## config.mk

```make
export PLATFORM = sky130hd
export DESIGN_NAME = wb_slave_regfile
export DESIGN_NICKNAME = d
export VERILOG_FILES = /design/src/rtl/wb_pkg.sv /design/src/rtl/wb_regfile_mem.sv /design/src/rtl/wb_slave_regfile.sv
export SDC_FILE = /design/constraint.sdc
export NUM_CORES = 1
export LEC_CHECK = 0
export ABC_AREA = 1
export CORE_ASPECT_RATIO = 1.1
export CORE_MARGIN = 5
export CORE_UTILIZATION = 65
export CTS_CLUSTER_DIAMETER = 40
export DETAILED_ROUTE_END_ITERATION = 16
export HOLD_SLACK_MARGIN = 0.12
export PLACE_DENSITY = 0.85
export SLEW_MARGIN = 15
export SYNTH_ARGS = -nofsm -noshare
export SYNTH_HDL_FRONTEND = slang
export SYNTH_SLANG_ARGS = --single-unit
export TNS_END_PERCENT = 50
```

## constraint.sdc

```tcl
create_clock -name clk_i -period 7 [get_ports clk_i]
set_input_delay 1.05 -clock clk_i [delete_from_list [all_inputs] [get_ports clk_i]]
set_output_delay 1.05 -clock clk_i [all_outputs]
set_load 0.05 [all_outputs]
```

## src/rtl/wb_pkg.sv

```systemverilog
// Shared Wishbone slave types: FSM state encoding, default data width, byte-lane mask helper.
package wb_pkg;

  localparam int WB_DATA_W     = 32;
  localparam int WB_MAX_DATA_W = 256;
  localparam int WB_MAX_SEL_W  = WB_MAX_DATA_W / 8;

  typedef enum logic [1:0] {
    IDLE = 2'd0,
    WAIT = 2'd1,
    RESP = 2'd2
  } wb_state_e;

  // Expands each sel bit into a full byte of ones; callers truncate to their bus width.
  function automatic logic [WB_MAX_DATA_W-1:0] sel_to_mask(input logic [WB_MAX_SEL_W-1:0] sel);
    logic [WB_MAX_DATA_W-1:0] m;
    m = '0;
    for (int k = 0; k < WB_MAX_SEL_W; k++) begin
      m[k*8 +: 8] = {8{sel[k]}};
    end
    return m;
  endfunction

endpackage

```

## src/rtl/wb_regfile_mem.sv

```systemverilog
// Register bank with a byte-enable write port and a registered read port; read data
// appears the cycle after rd_en_i and is 0 on every other cycle, no backpressure.
module wb_regfile_mem
  import wb_pkg::*;
#(
  parameter int DATA_W   = WB_DATA_W,
  parameter int ADDR_W   = 4,
  parameter int NUM_REGS = 16
) (
  input  logic                clk_i,
  input  logic                rst_i,
  input  logic                wr_en_i,
  input  logic [ADDR_W-1:0]   wr_adr_i,
  input  logic [DATA_W-1:0]   wr_dat_i,
  input  logic [DATA_W/8-1:0] wr_sel_i,
  input  logic                rd_en_i,
  input  logic [ADDR_W-1:0]   rd_adr_i,
  output logic [DATA_W-1:0]   rd_dat_o
);

  logic [DATA_W-1:0] regs_q [NUM_REGS];
  logic [DATA_W-1:0] rd_dat_q;
  logic [DATA_W-1:0] rd_word;
  logic [DATA_W-1:0] wr_mask;

  assign wr_mask = DATA_W'(sel_to_mask(WB_MAX_SEL_W'(wr_sel_i)));

  always_comb begin
    rd_word = '0;
    for (int i = 0; i < NUM_REGS; i++) begin
      if (rd_adr_i == ADDR_W'(i)) rd_word = regs_q[i];
    end
  end

  always_ff @(posedge clk_i or negedge rst_i) begin
    if (!rst_i) begin
      for (int i = 0; i < NUM_REGS; i++) regs_q[i] <= '0;
    end else if (wr_en_i) begin
      for (int i = 0; i < NUM_REGS; i++) begin
        if (wr_adr_i == ADDR_W'(i)) regs_q[i] <= (regs_q[i] & ~wr_mask) | (wr_dat_i & wr_mask);
      end
    end
  end

  always_ff @(posedge clk_i or negedge rst_i) begin
    if (!rst_i) rd_dat_q <= '0;
    else        rd_dat_q <= rd_en_i ? rd_word : '0;
  end

  assign rd_dat_o = rd_dat_q;

endmodule

```

## src/rtl/wb_slave_regfile.sv

```systemverilog
// Wishbone B4 classic slave over a register bank; ack_o (err_o for out-of-range when WB_SLAVE_ERR_EN
// is defined) pulses WAIT_STATES+1 cycles after acceptance; never stalls, one transfer per WAIT_STATES+2 cycles.
module wb_slave_regfile
  import wb_pkg::*;
#(
  parameter int DATA_W      = WB_DATA_W,
  parameter int ADDR_W      = 4,
  parameter int NUM_REGS    = 16,
  parameter int WAIT_STATES = 0
) (
  input  logic                clk_i,
  input  logic                rst_i,
  input  logic                cyc_i,
  input  logic                stb_i,
  input  logic                we_i,
  input  logic [ADDR_W-1:0]   adr_i,
  input  logic [DATA_W-1:0]   dat_i,
  input  logic [DATA_W/8-1:0] sel_i,
  output logic [DATA_W-1:0]   dat_o,
  output logic                ack_o,
  output logic                err_o
);

  localparam int SEL_W = DATA_W / 8;
  localparam logic [ADDR_W:0] NUM_REGS_L = (ADDR_W+1)'(NUM_REGS);

  wb_state_e         state_q, state_d;
  logic [3:0]        cnt_q, cnt_d;
  logic              capture;
  logic [ADDR_W-1:0] adr_q;
  logic [DATA_W-1:0] dat_q;
  logic [SEL_W-1:0]  sel_q;
  logic              we_q;
  logic [ADDR_W-1:0] req_adr;
  logic [DATA_W-1:0] req_dat;
  logic [SEL_W-1:0]  req_sel;
  logic              req_we;
  logic              enter_resp;
  logic              in_range;
  logic              ack_d, ack_q;

  always_comb begin
    state_d = state_q;
    cnt_d   = cnt_q;
    capture = 1'b0;
    case (state_q)
      IDLE: begin
        if (cyc_i && stb_i) begin
          capture = 1'b1;
          if (WAIT_STATES == 0) begin
            state_d = RESP;
          end else begin
            cnt_d   = 4'(WAIT_STATES - 1);
            state_d = WAIT;
          end
        end
      end
      WAIT: begin
        // A dropped cycle beats an expiring counter: the transfer is abandoned.
        if (!cyc_i)            state_d = IDLE;
        else if (cnt_q == 4'd0) state_d = RESP;
        else                   cnt_d   = cnt_q - 4'd1;
      end
      RESP:    state_d = IDLE;
      default: state_d = IDLE;
    endcase
  end

  always_ff @(posedge clk_i or negedge rst_i) begin
    if (!rst_i) begin
      state_q <= IDLE;
      cnt_q   <= '0;
      adr_q   <= '0;
      dat_q   <= '0;
      sel_q   <= '0;
      we_q    <= 1'b0;
      ack_q   <= 1'b0;
    end else begin
      state_q <= state_d;
      cnt_q   <= cnt_d;
      ack_q   <= ack_d;
      if (capture) begin
        adr_q <= adr_i;
        dat_q <= dat_i;
        sel_q <= sel_i;
        we_q  <= we_i;
      end
    end
  end

  // With zero wait states the accepting edge is also the commit edge, so the live bus is used.
  assign req_adr    = (state_q == IDLE) ? adr_i : adr_q;
  assign req_dat    = (state_q == IDLE) ? dat_i : dat_q;
  assign req_sel    = (state_q == IDLE) ? sel_i : sel_q;
  assign req_we     = (state_q == IDLE) ? we_i  : we_q;
  assign enter_resp = (state_d == RESP);
  assign in_range   = ({1'b0, req_adr} < NUM_REGS_L);

`ifdef WB_SLAVE_ERR_EN
  logic err_d, err_q;

  assign ack_d = enter_resp & in_range;
  assign err_d = enter_resp & ~in_range;

  always_ff @(posedge clk_i or negedge rst_i) begin
    if (!rst_i) err_q <= 1'b0;
    else        err_q <= err_d;
  end

  assign err_o = err_q;
`else
  assign ack_d = enter_resp;
  assign err_o = 1'b0;
`endif

  assign ack_o = ack_q;

  wb_regfile_mem #(
    .DATA_W   (DATA_W),
    .ADDR_W   (ADDR_W),
    .NUM_REGS (NUM_REGS)
  ) u_mem (
    .clk_i    (clk_i),
    .rst_i    (rst_i),
    .wr_en_i  (enter_resp & req_we & in_range),
    .wr_adr_i (req_adr),
    .wr_dat_i (req_dat),
    .wr_sel_i (req_sel),
    .rd_en_i  (enter_resp & ~req_we & in_range),
    .rd_adr_i (req_adr),
    .rd_dat_o (dat_o)
  );

endmodule
```

==> run summary, run 1 <==
The tools report the final weighted congestion in routability-driven placement as 0.898. The root buffer cell chosen for the clock tree is sky130_fd_sc_hd__clkbuf_16. By startpoint and endpoint, the worst setup path is classified as reg2reg. The run finished with clean final reports. The pre-antenna-repair detailed-routing pass consisted of 5 iterations. For the count of final max-slew check failures, the log shows 0. The run gives 0 as the post-CTS setup-driven buffer insertion count. By count the netlist is led by 687 x sky130_fd_sc_hd__nand2_1, 592 x sky130_fd_sc_hd__dfrtp_1, 332 x sky130_fd_sc_hd__o21ai_0, 310 x sky130_fd_sc_hd__inv_1, 287 x sky130_fd_sc_hd__mux2_2. The later pin in the worst-skew pair is clocked with a latency of 590 ps. The total power divided by cell area is 292 nW/um2. After synthesis, the share of flip-flops with an asynchronous set or reset is 100%.

The run gives 20815 as the routed via count. Cell family with the largest share of critical-path delay: simple AND/OR/NAND/NOR gates. The number of nets in the synthesized netlist is 2885. Global routing used 30.0% of the available tracks.

In the final timing run, aggregate negative setup slack is 0 ps. TritonCTS created 68 clock buffers. After filler insertion, the fill cell instance count of the layout stands at 2591. The die covers 45700 um2. Cell accounting for the most synthesized area: sky130_fd_sc_hd__dfrtp_1. The die boundary width was 204 um; the largest net degree at the start of global routing was 174. 79 I/O pins were placed. Data arrives at the worst endpoint at 4750 ps. The path class of the tightest hold or removal check is reg2reg.

The clock edge transition at the registers on the reported setup and hold paths was 60 ps; the overall overflow remaining after global route was 0. The area added between synthesis and finish is 12.9%. The number of cells on the worst reg-to-reg path was 12; the part of the Yosys area used for sequential elements was 54.9%. Prevailing post-synth register cell: sky130_fd_sc_hd__dfrtp_1.

Dividing the detail-routed wire length by the instance count gives 19.6 um. Once detail routing completed, the nets flagged for antenna violations numbered 0. For the yosys synthesis warning count, the log shows 0.

Sort of element at the end of the critical path: a flip-flop. For the pin with the worst max-slew slack, the measured transition is 1070 ps. Final routed DRC violation total: 0. Of the cells placed in the final design, the portion with a size suffix greater than 1 is 17.8%. Static timing analysis puts the maximum clock frequency at 233 MHz.

The number of hold buffers added after CTS was 0. The number of gates on the worst path with buffers counted was 12; the final design utilization was 73.9%. The final-stage net count is 2927. The tools report the initial cell density of the core as 65.5%. The number of buffers and inverters on the critical path is 4. Headroom to the max-slew limit came out at 28.4%. After layout, the worst setup slack is 2700 ps. Total power for the finished layout comes to 8.90 mW. The die is 224 um tall. For the worst setup path, the data required time is 7460 ps. The largest stage delay on the critical path came out at 750 ps. Counting flops with a built-in enable in the synthesized netlist gives 0. Summed over all layers, the routed wires come to 68400 um.

For the number of endpoints with negative hold slack in the final report, the log shows 0. Sorting the synthesized cells by area gives the leading types as sky130_fd_sc_hd__dfrtp_1 55%, sky130_fd_sc_hd__mux2_2 12%, sky130_fd_sc_hd__nand2_1 9.6%, sky130_fd_sc_hd__o21ai_0 6.2%, sky130_fd_sc_hd__inv_1 4.3%. The final cycle utilization of the critical path was 61.4%; the routing usage on met2 was 50.7%.

The instance count along the most critical hold path was 1; the post-layout minimum cycle time was 4300 ps. For this design the static power due to leakage is 15.1 nW. The worst-case IR drop observed on VDD is 226 uV. The tools report the met1 track demand over resource in global routing as 36.9%.

For met3 alone, demand over resource in global routing was 4.13%. The number of global-route vias before repair was 21767; the via density per instance was 5.97. TritonCTS built the clock tree. Max-cap violations in this run came to 0. At the placement stage, the worst setup path has a slack of 2440 ps. For the synthesized netlist cell count, the log shows 2839. Setup repair after global routing left no endpoint under its margin. The number of antenna diodes in the final layout is 0. For this design, the slowest cell found on the critical path is sky130_fd_sc_hd__nor2_1. Counting every sink on the clock net gives 592.

In this run the tool buffered the top-level ports with 77 buffer cells. Along the worst path, the maximum fanout reaches 53. Once detailed placement completed, the half-perimeter wirelength came to 44200 um. The logs give 41200 um2 for the area of the core region and 78 for the total number of placement rows. For the number of antenna violations at the first check in global routing, the log shows 0. After global routing, the most crowded layer is met2.

For the final count of negative-setup-slack endpoints, the log shows 0. The top cell type's share of synthesized area was 54.9%. The run gives 111000 um as the wire length of the first global-routing pass. Between clock sinks in the finished design, the worst skew comes to 26.5 ps. The category of the worst setup path launch point is a flip-flop. The H-tree was split into 3 levels. A synthesized cell averages 9.50 um2.

Traced cell by cell, the critical path runs through inv_1 > nand2_2 > buf_4 > nand2_1 > nand2_1 > nor2_2 > nand2_1 > buf_4 > inv_1 > nand2_1 > nor2_1 > mux2_2. The synthesized netlist contains 27 unique library cells. For the number of gates given a new drive strength after cts, the log shows 0.

The tools report the DRC violation total after the first TritonRoute iteration as 1893. The dominant cell type by count on the critical path was sky130_fd_sc_hd__nand2_1. The maximum root-to-sink buffer count was 3; the synthesized cell area was 27000 um2. The most common cell in the synthesized netlist is sky130_fd_sc_hd__nand2_1. In this run, synthesis produced a sequential element count of 592.
-- placed cells by master, fill, tap and decap left out, types with 4 or more instances in the layout --
| cell type | count |
|---|---|
| sky130_fd_sc_hd__nand4_1 | 70 |
| sky130_fd_sc_hd__o21ai_2 | 11 |
| sky130_fd_sc_hd__nor3_1 | 4 |
| sky130_fd_sc_hd__nand3_1 | 55 |
| sky130_fd_sc_hd__o21ai_1 | 44 |
| sky130_fd_sc_hd__nor2_2 | 18 |
| sky130_fd_sc_hd__mux2_2 | 287 |
| sky130_fd_sc_hd__inv_2 | 8 |
| sky130_fd_sc_hd__bufinv_16 | 7 |
| sky130_fd_sc_hd__mux2_1 | 45 |
| sky130_fd_sc_hd__buf_4 | 43 |
| sky130_fd_sc_hd__inv_1 | 309 |
| sky130_fd_sc_hd__clkbuf_16 | 71 |
| sky130_fd_sc_hd__a21oi_1 | 43 |
| sky130_fd_sc_hd__clkbuf_8 | 9 |
| sky130_fd_sc_hd__clkbuf_1 | 7 |
| sky130_fd_sc_hd__nor2_4 | 29 |
| sky130_fd_sc_hd__o21ai_0 | 321 |
| sky130_fd_sc_hd__nor2_1 | 149 |
| sky130_fd_sc_hd__dfrtp_1 | 592 |
| sky130_fd_sc_hd__nand2_2 | 13 |
| sky130_fd_sc_hd__clkinvlp_4 | 4 |
| sky130_fd_sc_hd__clkinv_2 | 12 |
| sky130_fd_sc_hd__nand2_1 | 686 |
| sky130_fd_sc_hd__clkdlybuf4s50_1 | 76 |
-- area by class of cell --
class / count / area (um2) / share of cell area, %
Timing Repair Buffer: 122 / 1140 / 3.74
Inverter: 317 / 1190 / 3.91
Tap cell: 560 / 701 / 2.30
Clock buffer: 87 / 1930 / 6.33
Clock inverter: 29 / 363 / 1.19
Sequential cell: 592 / 14800 / 48.7
Multi-Input combinational cell: 1780 / 10300 / 33.9
-- routing by layer --
| layer | up-vias | part of all wire (%) | routed length [um] |
|---|---|---|---|
| met5 | - | 0 | 0 |
| met4 | 0 | 6.1 | 4200 |
| met3 | 290 | 6.1 | 4160 |
| met1 | 10315 | 38 | 25700 |
| met2 | 981 | 50 | 34300 |
| li1 | 9229 | - | - |
-- logic make-up after synthesis --
| family | after synthesis | share of synthesized area (%) |
|---|---|---|
| compound gates | 419 | 7.86 |
| xor+xnor | 2 | 0.0650 |
| fa+ha+maj | 1 | 0.0464 |
| buf+inv | 467 | 6.96 |
| flops | 592 | 54.9 |
| mux | 332 | 13.9 |
| other cells | 1 | 0.0139 |
| simple gates | 1025 | 16.3 |
-- report_power, final --
part | internal (mW) | switching, mW | leakage (nW) | total (mW)
registers | 3.89 | 0.210 | 7.33 | 4.10
clock network | 2.21 | 1.41 | 1.13 | 3.62
logic | 0.412 | 0.761 | 6.59 | 1.17
total | 6.51 | 2.38 | 15.1 | 8.90
-- per-stage QoR --
stage	area (um2)	cells	hold WS [ps]
6_report	30400	3487	482
5_1_grt	30400	3487	493
4_1_cts	30400	3487	488
3_5_place_dp	28100	3371	474
3_3_place_gp	28100	3371	463
2_1_floorplan	27000	2839	446
-- worst paths after layout --
| check | startpoint | end | slack [ps] |
|---|---|---|---|
| worst max-delay path | state_q[0] | flip-flop | 2700 |
| worst min register to register | flip-flop | flip-flop | 480 |
| min in group asynchronous | rst_i | dat_q[17] | 520 |
| worst min-delay path | flip-flop | flip-flop | 480 |
| max in group asynchronous | rst_i | asynchronous set/reset pin | 4940 |
| worst max register to register | state_q[0] | flip-flop | 2700 |
No activity file was read; power rests on OpenSTA's default activity.
==> inputs of run 2 (changes only) <==
--- a/config.mk
+++ b/config.mk
@@ -8,11 +8,11 @@
 export ABC_AREA = 1
 export CORE_ASPECT_RATIO = 1.1
 export CORE_MARGIN = 5
-export CORE_UTILIZATION = 65
+export CORE_UTILIZATION = 62
 export CTS_CLUSTER_DIAMETER = 40
 export DETAILED_ROUTE_END_ITERATION = 16
 export HOLD_SLACK_MARGIN = 0.12
-export PLACE_DENSITY = 0.85
+export PLACE_DENSITY = 0.82
 export SLEW_MARGIN = 15
 export SYNTH_ARGS = -nofsm -noshare
 export SYNTH_HDL_FRONTEND = slang
==> constraint.sdc (replaced) <==
create_clock -name clk_i -period 4.5 [get_ports clk_i]
set_input_delay 0.675 -clock clk_i [delete_from_list [all_inputs] [get_ports clk_i]]
set_output_delay 0.675 -clock clk_i [all_outputs]
set_load 0.05 [all_outputs]
==> run 2 against run 1 <==
Clock skew fell by 9.7 ps; non-clock buffer count grew 29; hold slack better by 3.5 ps; critical path depth shrank 2; fmax increased by 7.8%; combinational power up 55%; largest cell class unchanged.
==> run summary, run 2 (same netlist as run 1, synthesis figures left out) <==
The run finished with clean final reports. The post-layout minimum cycle time is 3990 ps (was 4300 ps). The die boundary width works out to 209 um (was 204 um). Dominant cell type by count on the critical path: sky130_fd_sc_hd__inv_1 (was sky130_fd_sc_hd__nand2_1).

Largest net degree at the start of global routing: 116 (was 174). The total power divided by cell area works out to 457 nW/um2 (was 292 nW/um2). The fill cell instance count of the final layout is 2935 (was 2591), and the final HPWL from detailed placement is 44800 um (was 44200 um).

The height of the chip came out at 229 um (was 224 um). The number of buffers inserted by port buffering is 77 (unchanged). The kind of critical path is reg2reg (unchanged). For the final routed DRC violation total, the log shows 0 (unchanged).

The final wirelength is 67500 um (was 68400 um), and the overall overflow remaining after global route is 0 (unchanged). Sum of negative setup slack: 0 ps (unchanged). The final weighted congestion in routability-driven placement is 0.907 (was 0.898), and the count of H-tree levels built during CTS is 3 (unchanged). The routed via count is 20437 (was 20815), and the largest stage delay on the critical path is 1030 ps (was 750 ps). Cell family with the largest share of critical-path delay: simple AND/OR/NAND/NOR gates (unchanged). The tools report the sequential cell area in the final layout as 14800 um2 (unchanged). Top library cells by usage in the layout, fill and taps aside: 686 x sky130_fd_sc_hd__nand2_1, 592 x sky130_fd_sc_hd__dfrtp_1, 321 x sky130_fd_sc_hd__o21ai_0, 309 x sky130_fd_sc_hd__inv_1, 287 x sky130_fd_sc_hd__mux2_2 (unchanged). The tools report the area of the die as 47800 um2 (was 45700 um2). Critical register-to-register path startpoint: state_q[0] (unchanged). The via density per instance works out to 5.79 (was 5.97). The clock edge transition at the registers on the reported setup and hold paths is 60 ps (about the same).

The placed instance area came out at 28400 um2 (was 28100 um2). The tools report the DRC violation total after the first TritonRoute iteration as 1594 (was 1893). Number of buffers inserted during clock tree synthesis: 69 (was 68). The final-stage net count was 2957 (was 2927). The detailed-router iteration count before antenna repair is 5 (unchanged), and the clock sink count is 592 (unchanged). The number of gates given a new drive strength after cts came out at 0 (unchanged).

TritonCTS built the clock tree. The library cell contributing the largest single delay on the critical path was sky130_fd_sc_hd__clkinv_1 (was sky130_fd_sc_hd__nor2_1). The post-route cell area was 30800 um2 (was 30400 um2); the max-capacitance violation count was 0 (unchanged). The tools report the number of antenna violations at the first check in global routing as 0 (unchanged). The tools report the maximum root-to-sink buffer count as 3 (unchanged). The worst min-delay path category was reg2reg (unchanged). For the wire length of the first global-routing pass, the log shows 110000 um (was 111000 um). The total power is 14.1 mW (was 8.90 mW), and the number of top-level pins is 79 (unchanged).

The post-route antenna net violation count came out at 0 (unchanged). The final cycle utilization of the critical path came out at 88.6% (was 61.4%). Number of endpoints with negative hold slack in the final report: 0 (unchanged). The required time at the worst-slack endpoint is 4980 ps (was 7460 ps), and the number of global-route vias before repair is 21198 (was 21767). The ratio of cells with drive above 1 in the final layout is 18.6% (was 17.8%). The buffers plus inverters on the worst setup path came out at 4 (unchanged). Critical path launch point: state_q[0] (unchanged). The category of the worst setup path launch point is a flip-flop (unchanged).

The logs give 43200 um2 (was 41200 um2) for the area of the core region and 28.4% (was 30.0%) for the combined global-route utilization of all metal layers. The initial cell density of the core was 62.4% (was 65.5%). Setup repair after global routing left no endpoint under its margin. The tools report the clock root buffer master as sky130_fd_sc_hd__clkbuf_16 (unchanged). The logs give 16.8 ps (was 26.5 ps) for the worst setup skew after layout and 510 ps (was 2700 ps) for the reg2reg setup slack.

The highest net fanout along the worst path was 40 (was 53). The maximum operating frequency came out at 251 MHz (was 233 MHz). Combined area of the multi-input logic cells: 10300 um2 (about the same). Most frequent standard cell in the layout excluding fill and tap cells: sky130_fd_sc_hd__nand2_1 (unchanged). Count of final max-slew check failures: 0 (unchanged). The run gives 0 (unchanged) as the final count of negative-setup-slack endpoints. Clock latency on the worst-skew pair: 590 ps (about the same). The routed length per instance works out to 19.1 um (was 19.6 um).

The leakage dissipation was 15.3 nW (was 15.1 nW). The slew of the pin with the lowest slew margin works out to 1180 ps (was 1070 ps). The total number of placement rows was 80 (was 78); the critical path arrival was 4470 ps (was 4750 ps).

The highest ir drop seen on vdd is 292 uV (was 226 uV), and the relative max-transition margin is 20.8% (was 28.4%). For the antenna diode count, the log shows 0 (unchanged). CP Cell Sequence: nor2_4 > o21ai_1 > nor2_1 > inv_1 > nor2_2 > clkinv_1 > o21ai_0 > inv_1 > nand2_1 > inv_1 (was inv_1 > nand2_2 > buf_4 > nand2_1 > nand2_1 > nor2_2 > nand2_1 > buf_4 > inv_1 > nand2_1 > nor2_1 > mux2_2).

The area added between synthesis and finish was 14.3% (was 12.9%). The tools report the sort of element at the end of the critical path as a flip-flop (unchanged). The final design utilization came out at 71.3% (was 73.9%).
-- run 2: per-layer routing --
metal	vias to the layer above	part of all wire, %	track usage (%)
met2	799	52	48.9
met5	-	0	0
met3	217	5.3	3.42
met1	10125	39	36.5
li1	9296	-	-
met4	0	4.0	12.3
-- run 2: area by class of cell --
class	instances	share of cell area, %
clock inverter	28	1.37
clock buffer	90	6.49
inverter	317	3.86
sequential	592	48.0
multi-input combinational	1780	33.4
tap	574	2.33
timing repair buffer	151	4.49
-- run 2: final timing paths --
check | to | cells after the start
min in group asynchronous | asynchronous set/reset pin | 2
max reg2reg | u_mem.rd_dat_o[11] | 10
max | u_mem.rd_dat_o[11] | 10
min | flip-flop | 1
min reg2reg | flip-flop | 1
max in group asynchronous | asynchronous set/reset pin | 3
-- run 2: repair_timing --
item,4_1_cts,5_1_grt
buffers inserted,0,0
hold buffers,1,0
endpoints found under the hold margin,36,0
-- run 2: power breakdown --
group	switching [mW]	internal, mW
Combinational	1.15	0.654
Sequential	0.315	6.06
Clock	2.20	3.70
Total	3.66	10.4
-- run 2: stage by stage --
stage                     instances  setup WS (ps)  hold slack (ps)
after floorplan                2839           2210              379
after global placement         3413            851              461
after detailed placement       3413            719              470
after CTS                      3532            892              483
after global routing           3532            349              504
final                          3532            515              486
